## config.mk

```make
export PLATFORM = sky130hd
export DESIGN_NAME = adc_spi_xfer_flat
export DESIGN_NICKNAME = d
export VERILOG_FILES = /design/src/rtl/adc_spi_xfer_if.sv /design/src/rtl/adc_spi_xfer.sv /design/src/flat_wrapper.sv
export SDC_FILE = /design/constraint.sdc
export NUM_CORES = 1
export LEC_CHECK = 0
export ABC_AREA = 1
export BUFFER_PORTS_ARGS = -buffer_cell sky130_fd_sc_hd__buf_2
export CAP_MARGIN = 10
export CORE_MARGIN = 10
export CORE_UTILIZATION = 55
export DETAILED_ROUTE_END_ITERATION = 8
export PLACE_DENSITY = 0.75
export SLEW_MARGIN = 10
export SYNTH_ARGS = -nofsm -noshare
export SYNTH_HDL_FRONTEND = slang
export SYNTH_SLANG_ARGS = --single-unit
```

## constraint.sdc

```tcl
create_clock -name CLK -period 2.6 [get_ports CLK]
set_input_delay 0.13 -clock CLK [delete_from_list [all_inputs] [get_ports CLK]]
set_output_delay 0.13 -clock CLK [all_outputs]
set_load 0.01 [all_outputs]
```

## src/rtl/adc_spi_xfer_if.sv

```systemverilog
// Bus between the touch-screen ADC transfer engine, its sequencer and the ADC pins.
// Ports: Ena_trans/ADC_DOUT toward the engine; ADC_DCLK/ADC_DIN, X_COORD/Y_COORD, Busy/Done from it.
// slave = the transfer engine; master = sequencer/ADC side that drives requests and serial data.
interface adc_spi_xfer_if;
  logic        Ena_trans;
  logic        ADC_DOUT;
  logic        ADC_DCLK;
  logic        ADC_DIN;
  logic [11:0] X_COORD;
  logic [11:0] Y_COORD;
  logic        Busy;
  logic        Done;

  modport master (
    output Ena_trans, ADC_DOUT,
    input  ADC_DCLK, ADC_DIN, X_COORD, Y_COORD, Busy, Done
  );

  modport slave (
    input  Ena_trans, ADC_DOUT,
    output ADC_DCLK, ADC_DIN, X_COORD, Y_COORD, Busy, Done
  );
endinterface

```

## src/rtl/adc_spi_xfer.sv

```systemverilog
// Touch-screen ADC SPI engine: one X frame then one Y frame (24 DCLKs each), publishes both results with a Done pulse.
// Latency: Done 96*CLK_DIV cycles after the FRAME_X entry edge (192*CLK_DIV with ADC_AVG_EN); all outputs registered.
// Backpressure: none; Ena_trans is a level request, dropping it mid-frame aborts, and it must fall to re-arm.
// Ports: CLK, RST_n (async active-low), bus (adc_spi_xfer_if.slave).
// Macro ADC_AVG_EN: convert each axis twice (X, X, Y, Y) and publish the truncated mean of each pair.
module adc_spi_xfer #(
  parameter int         CLK_DIV = 25,
  parameter logic [7:0] CMD_X   = 8'hD0,
  parameter logic [7:0] CMD_Y   = 8'h90
) (
  input  logic          CLK,
  input  logic          RST_n,
  adc_spi_xfer_if.slave bus
);

`ifdef ADC_AVG_EN
  typedef enum logic [2:0] {IDLE, FRAME_X, FRAME_X2, FRAME_Y, FRAME_Y2, DONE} state_t;
`else
  typedef enum logic [1:0] {IDLE, FRAME_X, FRAME_Y, DONE} state_t;
`endif

  localparam logic [7:0] DIV_LAST = 8'(CLK_DIV - 1);

  state_t      state_q, state_d;
  logic        arm_q, arm_d;
  logic [7:0]  div_q, div_d;
  logic [4:0]  bit_q, bit_d;
  logic        half_q, half_d;
  logic [11:0] shift_q, shift_d;
  logic [11:0] x_sh_q, x_sh_d;
`ifdef ADC_AVG_EN
  logic [11:0] x1_q, x1_d;
  logic [11:0] y1_q, y1_d;
`endif
  logic        dclk_q, dclk_d;
  logic        din_q, din_d;
  logic        busy_q, busy_d;
  logic        done_q, done_d;
  logic [11:0] x_coord_q, x_coord_d;
  logic [11:0] y_coord_q, y_coord_d;

  logic        start;
  logic        tick;
  logic        frame_end;
  logic        frame_d;
  logic [7:0]  cmd_sel;

`ifdef ADC_AVG_EN
  // 13-bit sum so the carry is kept before halving.
  function automatic logic [11:0] avg2(input logic [11:0] a, input logic [11:0] b);
    logic [12:0] sum;
    sum = {1'b0, a} + {1'b0, b};
    return 12'(sum >> 1);
  endfunction
`endif

  always_comb begin
    state_d   = state_q;
    arm_d     = arm_q;
    div_d     = div_q;
    bit_d     = bit_q;
    half_d    = half_q;
    shift_d   = shift_q;
    x_sh_d    = x_sh_q;
`ifdef ADC_AVG_EN
    x1_d      = x1_q;
    y1_d      = y1_q;
`endif
    x_coord_d = x_coord_q;
    y_coord_d = y_coord_q;

    tick      = (div_q == DIV_LAST);
    frame_end = tick && half_q && (bit_q == 5'd23);
    start     = (state_q == IDLE) && bus.Ena_trans && arm_q;

    // Arm is a level: any cycle with the request low re-arms; only a start consumes it.
    if (!bus.Ena_trans)  arm_d = 1'b1;
    else if (start)      arm_d = 1'b0;

    case (state_q)
      IDLE: begin
        if (start) begin
          state_d = FRAME_X;
          div_d   = '0;
          bit_d   = '0;
          half_d  = 1'b0;
        end
      end
      DONE: state_d = IDLE;
      default: begin
        if (!bus.Ena_trans) begin
          state_d = IDLE;
          div_d   = '0;
          bit_d   = '0;
          half_d  = 1'b0;
        end else begin
          if (tick) begin
            div_d = '0;
            if (half_q) begin
              half_d = 1'b0;
              bit_d  = (bit_q == 5'd23) ? 5'd0 : bit_q + 5'd1;
            end else begin
              half_d = 1'b1;
            end
          end else begin
            div_d = div_q + 8'd1;
          end

          // Capture on the edge that raises DCLK, result bits only (k=8 is the ADC busy clock).
          if (!half_q && tick && bit_q >= 5'd9 && bit_q <= 5'd20)
            shift_d = {shift_q[10:0], bus.ADC_DOUT};

          if (frame_end) begin
            case (state_q)
`ifdef ADC_AVG_EN
              FRAME_X:  begin x1_d = shift_q; state_d = FRAME_X2; end
              FRAME_X2: begin x_sh_d = avg2(x1_q, shift_q); state_d = FRAME_Y; end
              FRAME_Y:  begin y1_d = shift_q; state_d = FRAME_Y2; end
              default: begin
                state_d   = DONE;
                x_coord_d = x_sh_q;
                y_coord_d = avg2(y1_q, shift_q);
              end
`else
              FRAME_X: begin x_sh_d = shift_q; state_d = FRAME_Y; end
              default: begin
                state_d   = DONE;
                x_coord_d = x_sh_q;
                y_coord_d = shift_q;
              end
`endif
            endcase
          end
        end
      end
    endcase

    // Pin outputs follow the next state so an abort or frame change shows on the same edge.
    frame_d = (state_d != IDLE) && (state_d != DONE);
`ifdef ADC_AVG_EN
    cmd_sel = (state_d == FRAME_X || state_d == FRAME_X2) ? CMD_X : CMD_Y;
`else
    cmd_sel = (state_d == FRAME_X) ? CMD_X : CMD_Y;
`endif
    dclk_d = frame_d && half_d;
    // Command is sent MSB first during bits 0..7; bit_d only changes at the DCLK falling point.
    din_d  = frame_d && (bit_d[4:3] == 2'b00) && cmd_sel[~bit_d[2:0]];
    busy_d = frame_d;
    done_d = (state_d == DONE);
  end

  always_ff @(posedge CLK or negedge RST_n) begin
    if (!RST_n) begin
      state_q   <= IDLE;
      arm_q     <= 1'b1;
      div_q     <= '0;
      bit_q     <= '0;
      half_q    <= 1'b0;
      shift_q   <= '0;
      x_sh_q    <= '0;
`ifdef ADC_AVG_EN
      x1_q      <= '0;
      y1_q      <= '0;
`endif
      dclk_q    <= 1'b0;
      din_q     <= 1'b0;
      busy_q    <= 1'b0;
      done_q    <= 1'b0;
      x_coord_q <= '0;
      y_coord_q <= '0;
    end else begin
      state_q   <= state_d;
      arm_q     <= arm_d;
      div_q     <= div_d;
      bit_q     <= bit_d;
      half_q    <= half_d;
      shift_q   <= shift_d;
      x_sh_q    <= x_sh_d;
`ifdef ADC_AVG_EN
      x1_q      <= x1_d;
      y1_q      <= y1_d;
`endif
      dclk_q    <= dclk_d;
      din_q     <= din_d;
      busy_q    <= busy_d;
      done_q    <= done_d;
      x_coord_q <= x_coord_d;
      y_coord_q <= y_coord_d;
    end
  end

  assign bus.ADC_DCLK = dclk_q;
  assign bus.ADC_DIN  = din_q;
  assign bus.Busy     = busy_q;
  assign bus.Done     = done_q;
  assign bus.X_COORD  = x_coord_q;
  assign bus.Y_COORD  = y_coord_q;

endmodule

```

## src/flat_wrapper.sv

```systemverilog
// flat-port wrapper written by rule: the top's interface ports become plain ports
module adc_spi_xfer_flat 
#(
  parameter int         CLK_DIV = 25,
  parameter logic [7:0] CMD_X   = 8'hD0,
  parameter logic [7:0] CMD_Y   = 8'h90
)
  (CLK, RST_n, bus_Ena_trans, bus_ADC_DOUT, bus_ADC_DCLK, bus_ADC_DIN, bus_X_COORD, bus_Y_COORD, bus_Busy, bus_Done);
  adc_spi_xfer_if bus_i ();
  input  logic CLK;
  input  logic RST_n;
  input wire logic [$bits(bus_i.Ena_trans)-1:0] bus_Ena_trans;
  input wire logic [$bits(bus_i.ADC_DOUT)-1:0] bus_ADC_DOUT;
  output wire logic [$bits(bus_i.ADC_DCLK)-1:0] bus_ADC_DCLK;
  output wire logic [$bits(bus_i.ADC_DIN)-1:0] bus_ADC_DIN;
  output wire logic [$bits(bus_i.X_COORD)-1:0] bus_X_COORD;
  output wire logic [$bits(bus_i.Y_COORD)-1:0] bus_Y_COORD;
  output wire logic [$bits(bus_i.Busy)-1:0] bus_Busy;
  output wire logic [$bits(bus_i.Done)-1:0] bus_Done;
  assign bus_i.Ena_trans = bus_Ena_trans;
  assign bus_i.ADC_DOUT = bus_ADC_DOUT;
  assign bus_ADC_DCLK = bus_i.ADC_DCLK;
  assign bus_ADC_DIN = bus_i.ADC_DIN;
  assign bus_X_COORD = bus_i.X_COORD;
  assign bus_Y_COORD = bus_i.Y_COORD;
  assign bus_Busy = bus_i.Busy;
  assign bus_Done = bus_i.Done;
  adc_spi_xfer #(.CLK_DIV(CLK_DIV), .CMD_X(CMD_X), .CMD_Y(CMD_Y)) u_core (.CLK(CLK), .RST_n(RST_n), .bus(bus_i));
endmodule
```

==> impl_metrics.py, run 1 <==
metrics = {
    "yosys": {
        "synthAdderAreaFrac_pct": 5.092,
        "synth_top_family_by_area": "simple AND/OR/NAND/NOR gates",
        "yosys.area_share.simple_pct": 19.08,
        "synth-xor-area-share_pct": 0.2742,
        "synth-compound-area-share_pct": 9.127,
        "synth_area_mm2": 0.003194,
        "synth_top_area_share_pct": 53.27,
        "syn_inst": 340,
        "netlist_top_cells_area": "dfrtp_1 (53%), nand2_1 (9.6%), ha_1 (5.1%), inv_1 (4.8%), o21ai_0 (4.2%)",
        "synth_cell_types": 33,
        "yosysTopAreaCell": "dfrtp_1",
        "ys_seq_area_share_pct": 54.09,
        "syn_nets": 357,
        "ys_warn_count": 0,
        "synth_mux_area_share_pct": 4.935,
        "ys_ff_latch": 69,
        "syn_area_per_cell_um2": 9.395,
    },
    "global_route": {
        "grt_antenna_before_repair": 0,
        "grt_max_degree": 70,
        "grt_pass1_vias": 2324,
        "grtUsageTotal_pct": 14.37,
        "grt-ovfl-total": 0,
        "grt_pass1_wl_mm": 10.38,
    },
    "die": {
        "initial_core_util_pct": 57.31,
        "io_pins": 32,
        "die_area_mm2": 0.009256,
        "coreArea_mm2": 0.005574,
        "placementRows": 27,
        "die_w_um": 96.21,
        "die_h_um": 96.21,
    },
    "clock_network": {
        "cts_buffer_depth": 2,
        "cts_max_level": 3,
        "cts_sinks": 69,
        "cts_tree": "built",
        "clk_latency_ns": 0.35,
        "cts_resized": 0,
        "post_cts_buffers": 0,
        "cts_buffers": 9,
        "clockRootBuffer": "clkbuf_8",
        "path_clk_slew_ns": 0.07,
    },
    "power": {
        "p_leak_nw": 1.855,
        "powerDensity_mw_per_mm2": 644.4,
        "total_power_mw": 2.334,
        "peakVddDrop_mv": 0.4114,
    },
    "final_layout": {
        "multi_input_area_mm2": 0.001230,
        "syn_to_final_growth_pct": 13.40,
        "final_cells": 456,
        "fill_cells": 475,
        "drive_gt1_share_pct": 20.83,
        "insertedDiodeCount": 0,
        "post-route-util_pct": 64.98,
        "layout_common_cells": "nand2_1 (82), dfrtp_1 (68), inv_1 (41), buf_2 (31), o21ai_0 (27)",
        "layout.nets": 396,
        "final_common_cell": "nand2_1",
        "register_area_mm2": 0.001728,
    },
    "timing": {
        "timing.final.crit_period_ns": 2.271,
        "setup_viol": 0,
        "slew_viol_final": 0,
        "setup_tns_ns": 0,
        "tightest_slew_ns": 0.8265,
        "min_period_over_period_pct": 87.35,
        "fmax_mhz": 440.3,
        "slew_headroom_pct": 44.90,
        "hold_viol_final": 0,
        "setup_ws_ns": 0.3290,
        "skew_ns": 0.01051,
        "rsz0062_at_grt": "no",
    },
    "run_status": {
        "outcome": "completed",
    },
    "placement": {
        "gp_congestion": 0.8187,
        "place_inst": 439,
        "io_buffers": 31,
        "preCtsSetupSlack_ns": 0.3319,
        "hpwl_mm": 4.276,
    },
    "routing": {
        "drt-initial-drc-count": 113,
        "drcViolationCount": 0,
        "firstDrtPassIters": 4,
        "finalWirelength_mm": 6.079,
        "antenna_left": 0,
        "viasPerCell": 5.114,
        "vias": 2332,
        "wire_per_inst_um": 13.33,
    },
    "critical_path": {
        "critPathRequiredTime_ns": 2.84,
        "arrival_ns": 2.51,
        "end_kind": "register",
        "crit_type": "register to register",
        "cp_max_fo": 4,
        "worstSetupStartpointType": "register",
    },
    "min_path": {
        "hp-class": "primary input to register",
    },
    "flow_run": {
        "drv_cap": 0,
    },
}
synthesized netlist by cell type (all sizes together):
cell / number
mux2: 12
nor3: 6
nand3: 17
clkinv: 1
dfstp: 1
buf: 7
nand4: 3
nor3b: 1
nor2: 20
ha: 13
xor2: 1
inv: 44
or2: 1
nor4: 2
nand2: 84
o21ai: 45
a21oi: 10
dfrtp: 68
clkbuf: 2
o22ai: 2
final cells by class:
cell class                 instances  share of cell area [%]
clock inverter                     5                   1.658
multi-input combinational        217                   33.96
tap                               72                   2.487
inverter                          45                   4.698
timing repair buffer              37                   5.596
sequential                        69                   47.70
clock buffer                      11                   3.903
final timing paths:
check	startpoint	cells after the start	slack, ns	to
worst max register to register	u_core.div_q[0]$_DFFE_PN0P_	14	0.33	u_core.bus.ADC_DIN$_DFF_PN0_
worst max-delay path	u_core.div_q[0]$_DFFE_PN0P_	14	0.33	u_core.bus.ADC_DIN$_DFF_PN0_
worst min register to register	u_core.bus.Y_COORD[0]$_DFFE_PN0P_	2	0.48	u_core.bus.Y_COORD[0]$_DFFE_PN0P_
worst min-delay path	bus_ADC_DOUT	3	0.05	u_core.shift_q[0]$_DFFE_PN0P_
max in group asynchronous	RST_n	3	1.54	u_core.shift_q[3]$_DFFE_PN0P_
min in group asynchronous	RST_n	3	0.50	u_core.bit_q[1]$_DFF_PN0_
metrics by stage:
step	hold WS (ns)	instance area (um^2)
2_1_floorplan	-0.1656	3194
3_3_place_gp	0.3732	3411
3_5_place_dp	0.3779	3411
4_1_cts	0.03596	3622
5_1_grt	0.06879	3622
6_report	0.05477	3622
per-layer routing:
metal | global-route usage (%) | up-vias | share of wire [%]
li1 | - | 1170 | -
met1 | 17.32 | 1108 | 46
met2 | 22.20 | 43 | 46
met3 | 4.202 | 11 | 5.8
met4 | 8.845 | 0 | 2.2
met5 | 0 | - | 0
critical path, cell delays in order (launching register included):
cell	delay, ns
dfrtp_1	0.39
inv_1	0.11
ha_1	0.18
nand3_1	0.12
nor2_4	0.14
ha_1	0.21
nand2_1	0.11
nand2_1	0.07
nand2_1	0.04
o21ai_0	0.30
ha_1	0.31
inv_1	0.08
nor2_1	0.05
nand2_1	0.06
nor2_1	0.03
registers in the layout, summed over array words and instances, names as in the netlist, 2 cells and up:
signal and count:
u_core.bit_q 5, u_core.div_q 8, u_core.bus.X_COORD 12, u_core.x_sh_q 12
u_core.bus.Y_COORD 12, u_core.shift_q 12, u_core.state_q 2
what timing repair did:
item                       in CTS  in global routing
hold endpoints to repair        6                  0
setup endpoints to repair       0                  0
hold buffers                    1                  0
power breakdown:
group          switching, mW  internal [mW]  total, mW
Sequential            0.0248           1.12       1.14
Combinational          0.229         0.0983      0.327
Clock                  0.396          0.471      0.866
cells by family after synthesis:
| family | count (synthesis) |
|---|---|
| adder cells (fa/ha/maj) | 13 |
| XOR/XNOR | 1 |
| AND/OR/NAND/NOR | 134 |
| flip-flops | 69 |
| buffers and inverters | 54 |
| AO/OA/AOI/OAI | 57 |
| multiplexers | 12 |
Note: power is estimated with default switching activity, not from simulation.
==> inputs of run 2 (changes only) <==
GPL_TIMING_DRIVEN = 0   (was default)
==> impl_metrics.py, run 2 (synthesis results as in run 1) <==
metrics = {
    "critical_path": {
        "critPathRequiredTime_ns": 2.88,
        "crit_type": "register to register",
        "crit_slowest_cell": "dfrtp_1",
        "arrival_ns": 2.59,
        "worstSetupStartpointType": "register",
        "cp_cell_sequence": "inv_1 -> ha_1 -> nand3_1 -> nor2_4 -> ha_1 -> nand2_1 -> nor2_1 -> o21ai_1 -> ha_1 -> inv_1 -> nor2_1 -> nand2_1 -> nor2_1",
        "cp_max_fo": 5,
        "reg2reg_depth": 13,
        "critical_path.max_stage_delay_ns": 0.38,
        "end_kind": "register",
    },
    "die": {
        "die_area_mm2": 0.009256,
        "io_pins": 32,
        "placementRows": 27,
        "initial_core_util_pct": 57.31,
        "die_w_um": 96.21,
        "die_h_um": 96.21,
        "coreArea_mm2": 0.005574,
    },
    "final_layout": {
        "syn_to_final_growth_pct": 16.02,
        "final_common_cell": "nand2_1",
        "layout_common_cells": "nand2_1 (82), dfrtp_1 (68), inv_1 (41), buf_2 (32), o21ai_0 (26)",
        "insertedDiodeCount": 0,
        "layout.nets": 406,
        "drive_gt1_share_pct": 22.39,
        "final_cells": 465,
        "fill_cells": 456,
    },
    "routing": {
        "firstDrtPassIters": 4,
        "viasPerCell": 5.183,
        "antenna_left": 0,
        "drt-initial-drc-count": 96,
        "vias": 2410,
        "wire_per_inst_um": 13.75,
        "finalWirelength_mm": 6.392,
        "drcViolationCount": 0,
    },
    "timing": {
        "hold_viol_final": 0,
        "slew_headroom_pct": 65.65,
        "setup_tns_ns": 0,
        "fmax_mhz": 432.5,
        "rsz0062_at_grt": "no",
        "slew_viol_final": 0,
        "setup_viol": 0,
        "tightest_slew_ns": 0.5152,
        "skew_ns": 0.008593,
        "min_period_over_period_pct": 88.92,
        "timing.final.crit_period_ns": 2.312,
    },
    "power": {
        "total_power_mw": 2.330,
        "peakVddDrop_mv": 0.4148,
        "powerDensity_mw_per_mm2": 628.6,
        "p_leak_nw": 1.894,
    },
    "global_route": {
        "grt-ovfl-total": 0,
        "grtUsageTotal_pct": 14.65,
        "grtUsageMet1_pct": 20.11,
        "grt_pass1_wl_mm": 10.57,
        "met2_usage_pct": 20.63,
        "grt_pass1_vias": 2247,
        "grt_antenna_before_repair": 0,
        "top_usage_layer": "met2",
        "grt_max_degree": 52,
        "grt_use_met3_pct": 5.370,
    },
    "clock_network": {
        "cts_buffers": 9,
        "path_clk_slew_ns": 0.07,
        "cts_tree": "built",
        "cts_max_level": 3,
        "cts_sinks": 69,
        "cts_buffer_depth": 2,
        "clk_latency_ns": 0.34,
        "clockRootBuffer": "clkbuf_8",
    },
    "run_status": {
        "outcome": "completed",
    },
    "placement": {
        "io_buffers": 31,
        "gp_congestion": 0.8205,
        "place_inst": 444,
        "hpwl_mm": 4.461,
    },
    "min_path": {
        "hp-class": "primary input to register",
        "hold_depth": 3,
    },
    "flow_run": {
        "drv_cap": 0,
    },
}
## run 2: metrics by stage
| stage | utilization (%) | instance area (um^2) | setup slack [ns] | hold slack [ns] |
|---|---|---|---|---|
| after floorplan | - | 3194 | 0.3984 | -0.1656 |
| after global placement | 61.71 | 3440 | 0.08913 | 0.3897 |
| after detailed placement | 62.24 | 3470 | 0.04729 | 0.02658 |
| after CTS | 65.81 | 3669 | 0.02196 | 0.03206 |
| after global routing | 66.49 | 3706 | 0.02753 | 0.06953 |
| final | 66.49 | 3706 | 0.2881 | 0.04866 |
## run 2: metal layers
layer | wire length [um] | share of wire, %
met2 | 2847 | 45
met4 | 77 | 1.2
met1 | 2897 | 45
met3 | 569 | 8.9
met5 | 0 | 0
## run 2: layout make-up
| type | count | area (um^2) | share of cell area, % |
|---|---|---|---|
| well taps | 72 | 90.09 | 2.431 |
| inverters | 45 | 170.2 | 4.591 |
| clock buffers | 9 | 123.9 | 3.342 |
| flip-flops and latches | 69 | 1728 | 46.62 |
| repair buffers | 38 | 232.7 | 6.280 |
| multi-input cells | 217 | 1230 | 33.19 |
| plain buffers | 9 | 66.31 | 1.789 |
| clock inverters | 6 | 65.06 | 1.756 |
## run 2: critical path, delay by kind of cell, from the launching register on
family                     cells  cell delay [ns]
adders and majority gates      3             0.74
AOI/OAI and AO/OA              1             0.16
and+or+nand+nor                7             0.79
buffers and inverters          2             0.17
DFF                            1             0.38
## run 2: path summary, 6_finish.rpt
kind                                            endpoint  slack, ns                   startpoint
setup / recovery            u_core.bus.ADC_DIN$_DFF_PN0_       0.29  u_core.div_q[0]$_DFFE_PN0P_
hold / removal             u_core.shift_q[0]$_DFFE_PN0P_       0.05                 bus_ADC_DOUT
setup reg to reg            u_core.bus.ADC_DIN$_DFF_PN0_       0.29  u_core.div_q[0]$_DFFE_PN0P_
hold reg to reg                 u_core.arm_q$_DFFE_PN1P_       0.48     u_core.arm_q$_DFFE_PN1P_
max in group asynchronous   u_core.x_sh_q[0]$_DFFE_PN0P_       1.87                        RST_n
min in group asynchronous   u_core.bus.ADC_DIN$_DFF_PN0_       0.20                        RST_n
## run 2: timing repair
item,CTS,global route
endpoints found under the setup margin,0,2
gates resized for setup,0,1
setup buffers,0,5
hold buffers,1,0
endpoints found under the hold margin,69,0
## run 2: report_power, final
| part | total (mW) | switching, mW | internal (mW) |
|---|---|---|---|
| sequential | 1.14 | 0.0230 | 1.12 |
| combinational | 0.346 | 0.232 | 0.114 |
| clock | 0.845 | 0.410 | 0.435 |
| total | 2.33 | 0.665 | 1.66 |
==> inputs of run 3 (changes only) <==
CORE_UTILIZATION = 58   (was 55)
PLACE_DENSITY = 0.79   (was 0.75)
==> impl_metrics.py, run 3 (synthesis results as in run 1) <==
metrics = {
    "global_route": {
        "grt_antenna_before_repair": 0,
        "grtUsageTotal_pct": 15.32,
        "grt_max_degree": 48,
        "grt_pass1_wl_mm": 10.80,
        "grt_pass1_vias": 2269,
        "grt-ovfl-total": 0,
    },
    "final_layout": {
        "insertedDiodeCount": 0,
        "layout_common_cells": "nand2_1 (82), dfrtp_1 (68), inv_1 (41), buf_2 (32), o21ai_0 (26)",
        "layout.nets": 404,
        "syn_to_final_growth_pct": 15.47,
        "drive_gt1_share_pct": 21.99,
        "fill_cells": 379,
        "final_common_cell": "nand2_1",
    },
    "routing": {
        "antenna_left": 0,
        "vias": 2411,
        "finalWirelength_mm": 6.590,
        "firstDrtPassIters": 4,
        "drt-initial-drc-count": 152,
        "wire_per_inst_um": 14.30,
        "drcViolationCount": 0,
        "viasPerCell": 5.230,
    },
    "clock_network": {
        "cts_tree": "built",
        "cts_max_level": 3,
        "cts_buffers": 9,
        "cts_sinks": 69,
        "clk_latency_ns": 0.34,
        "clockRootBuffer": "clkbuf_8",
        "path_clk_slew_ns": 0.07,
        "cts_buffer_depth": 2,
    },
    "timing": {
        "timing.final.crit_period_ns": 2.313,
        "slew_headroom_pct": 62.74,
        "rsz0062_at_grt": "no",
        "setup_tns_ns": 0,
        "min_period_over_period_pct": 88.96,
        "fmax_mhz": 432.3,
        "slew_viol_final": 0,
        "skew_ns": 0.01016,
        "hold_viol_final": 0,
        "setup_viol": 0,
        "tightest_slew_ns": 0.5589,
        "fin_hold_ws_ns": 0.05669,
    },
    "power": {
        "power_switching_uw": 659.8,
        "powerDensity_mw_per_mm2": 630.8,
        "swShare_pct": 28.35,
        "seqPwrFrac_pct": 49.0,
        "internal-power_mw": 1.667,
        "peakVddDrop_mv": 0.4301,
        "comb_power_share_pct": 15.0,
        "p_leak_nw": 1.895,
        "pwr-share-clk_pct": 36.0,
    },
    "critical_path": {
        "end_kind": "register",
        "arrival_ns": 2.59,
        "crit-reg2reg-launch": "u_core.div_q[0]$_DFFE_PN0P_",
        "crit_type": "register to register",
        "cp_max_fo": 6,
        "reg2reg_depth": 13,
        "critPathRequiredTime_ns": 2.87,
        "cp-startpoint": "u_core.div_q[0]$_DFFE_PN0P_",
        "worstSetupStartpointType": "register",
        "r2r-end": "u_core.bus.ADC_DIN$_DFF_PN0_",
        "r2r_slack_ns": 0.29,
    },
    "min_path": {
        "holdCritStartpoint": "bus_Ena_trans",
        "min_to": "u_core.arm_q$_DFFE_PN1P_",
        "hp-class": "primary input to register",
        "hold_depth": 2,
    },
    "die": {
        "placementRows": 26,
        "die_area_mm2": 0.008876,
        "io_pins": 32,
        "die_w_um": 94.21,
        "initial_core_util_pct": 60.99,
        "coreArea_mm2": 0.005238,
        "die_h_um": 94.21,
    },
    "placement": {
        "io_buffers": 31,
        "gp_congestion": 0.8489,
        "hpwl_mm": 4.575,
    },
    "flow_run": {
        "drv_cap": 0,
    },
    "run_status": {
        "outcome": "completed",
    },
}
## run 3: changes by cell type in the layout (fill, tap and decap cells not counted), sizes merged
cell,change
clkinvlp,-3
buf,-2
clkinv,+3
## run 3: worst max path at each step
stage / depth (start not counted) / slack [ns] / end
detailed placement: 14 / 0.1 / u_core.bus.ADC_DIN$_DFF_PN0_
global route: 13 / 0.05 / u_core.bus.ADC_DIN$_DFF_PN0_
floorplan: 14 / 0.40 / u_core.bus.ADC_DIN$_DFF_PN0_
global placement: 14 / 0.11 / u_core.bus.ADC_DIN$_DFF_PN0_
CTS: 14 / 0.07 / u_core.bus.ADC_DIN$_DFF_PN0_
finish: 13 / 0.29 / u_core.bus.ADC_DIN$_DFF_PN0_
## run 3: cell type report
type                    count  area (um^2)  share of cell area [%]
plain buffers               9        66.31                   1.798
clock buffers               9        123.9                   3.358
clock inverters             6        65.06                   1.764
inverters                  45        170.2                   4.613
multi-input cells         217         1230                   33.34
flip-flops and latches     69         1728                   46.85
well taps                  70        87.58                   2.374
repair buffers             36        217.7                   5.902
## run 3: worst max-delay path, cell delays in order, from the launching register on
cell     delay [ns]
dfrtp_1        0.38
inv_1          0.12
ha_1           0.17
nand3_1        0.12
nor2_4         0.18
ha_1           0.24
nand2_1        0.10
nor2_1         0.17
o21ai_1        0.15
ha_1           0.32
inv_1          0.05
nor2_1         0.10
nand2_1        0.06
nor2_1         0.07
## run 3: power by group through the flow
| stage | registers [mW] | clock network (mW) | logic (mW) |
|---|---|---|---|
| after floorplan | 1.16 | 0 | 0.235 |
| after global placement | 1.16 | 0 | 0.332 |
| after detailed placement | 1.16 | 0 | 0.348 |
| after CTS | 1.14 | 0.857 | 0.351 |
| after global routing | 1.14 | 0.900 | 0.397 |
| final | 1.14 | 0.839 | 0.349 |
## run 3: routing by layer
| metal | share of wire, % | track usage (%) | routed length, um | vias to the layer above |
|---|---|---|---|---|
| met4 | 0.73 | 5.696 | 48 | 0 |
| met3 | 8.1 | 4.716 | 534 | 6 |
| met2 | 45 | 22.31 | 2975 | 97 |
| li1 | - | - | - | 1191 |
| met1 | 46 | 20.79 | 3031 | 1117 |
| met5 | 0 | 0 | 0 | - |
## run 3: per-stage QoR
| step | cells | total power [mW] | cell area [um^2] | setup slack (ns) | util (%) |
|---|---|---|---|---|---|
| after floorplan | 340 | 1.397 | 3194 | 0.3984 | - |
| after global placement | 441 | 1.490 | 3437 | 0.1117 | 65.62 |
| after detailed placement | 442 | 1.507 | 3467 | 0.09681 | 66.20 |
| after CTS | 458 | 2.348 | 3666 | 0.07476 | 70.00 |
| after global routing | 461 | 2.439 | 3689 | 0.05161 | 70.43 |
| final | 461 | 2.327 | 3689 | 0.2870 | 70.43 |
## run 3: timing repair
action / in CTS / in global routing
resized for setup: 0 / 1
hold buffers: 1 / 0
buffers inserted: 0 / 3
hold endpoints to repair: 22 / 0
endpoints found under the setup margin: 0 / 2
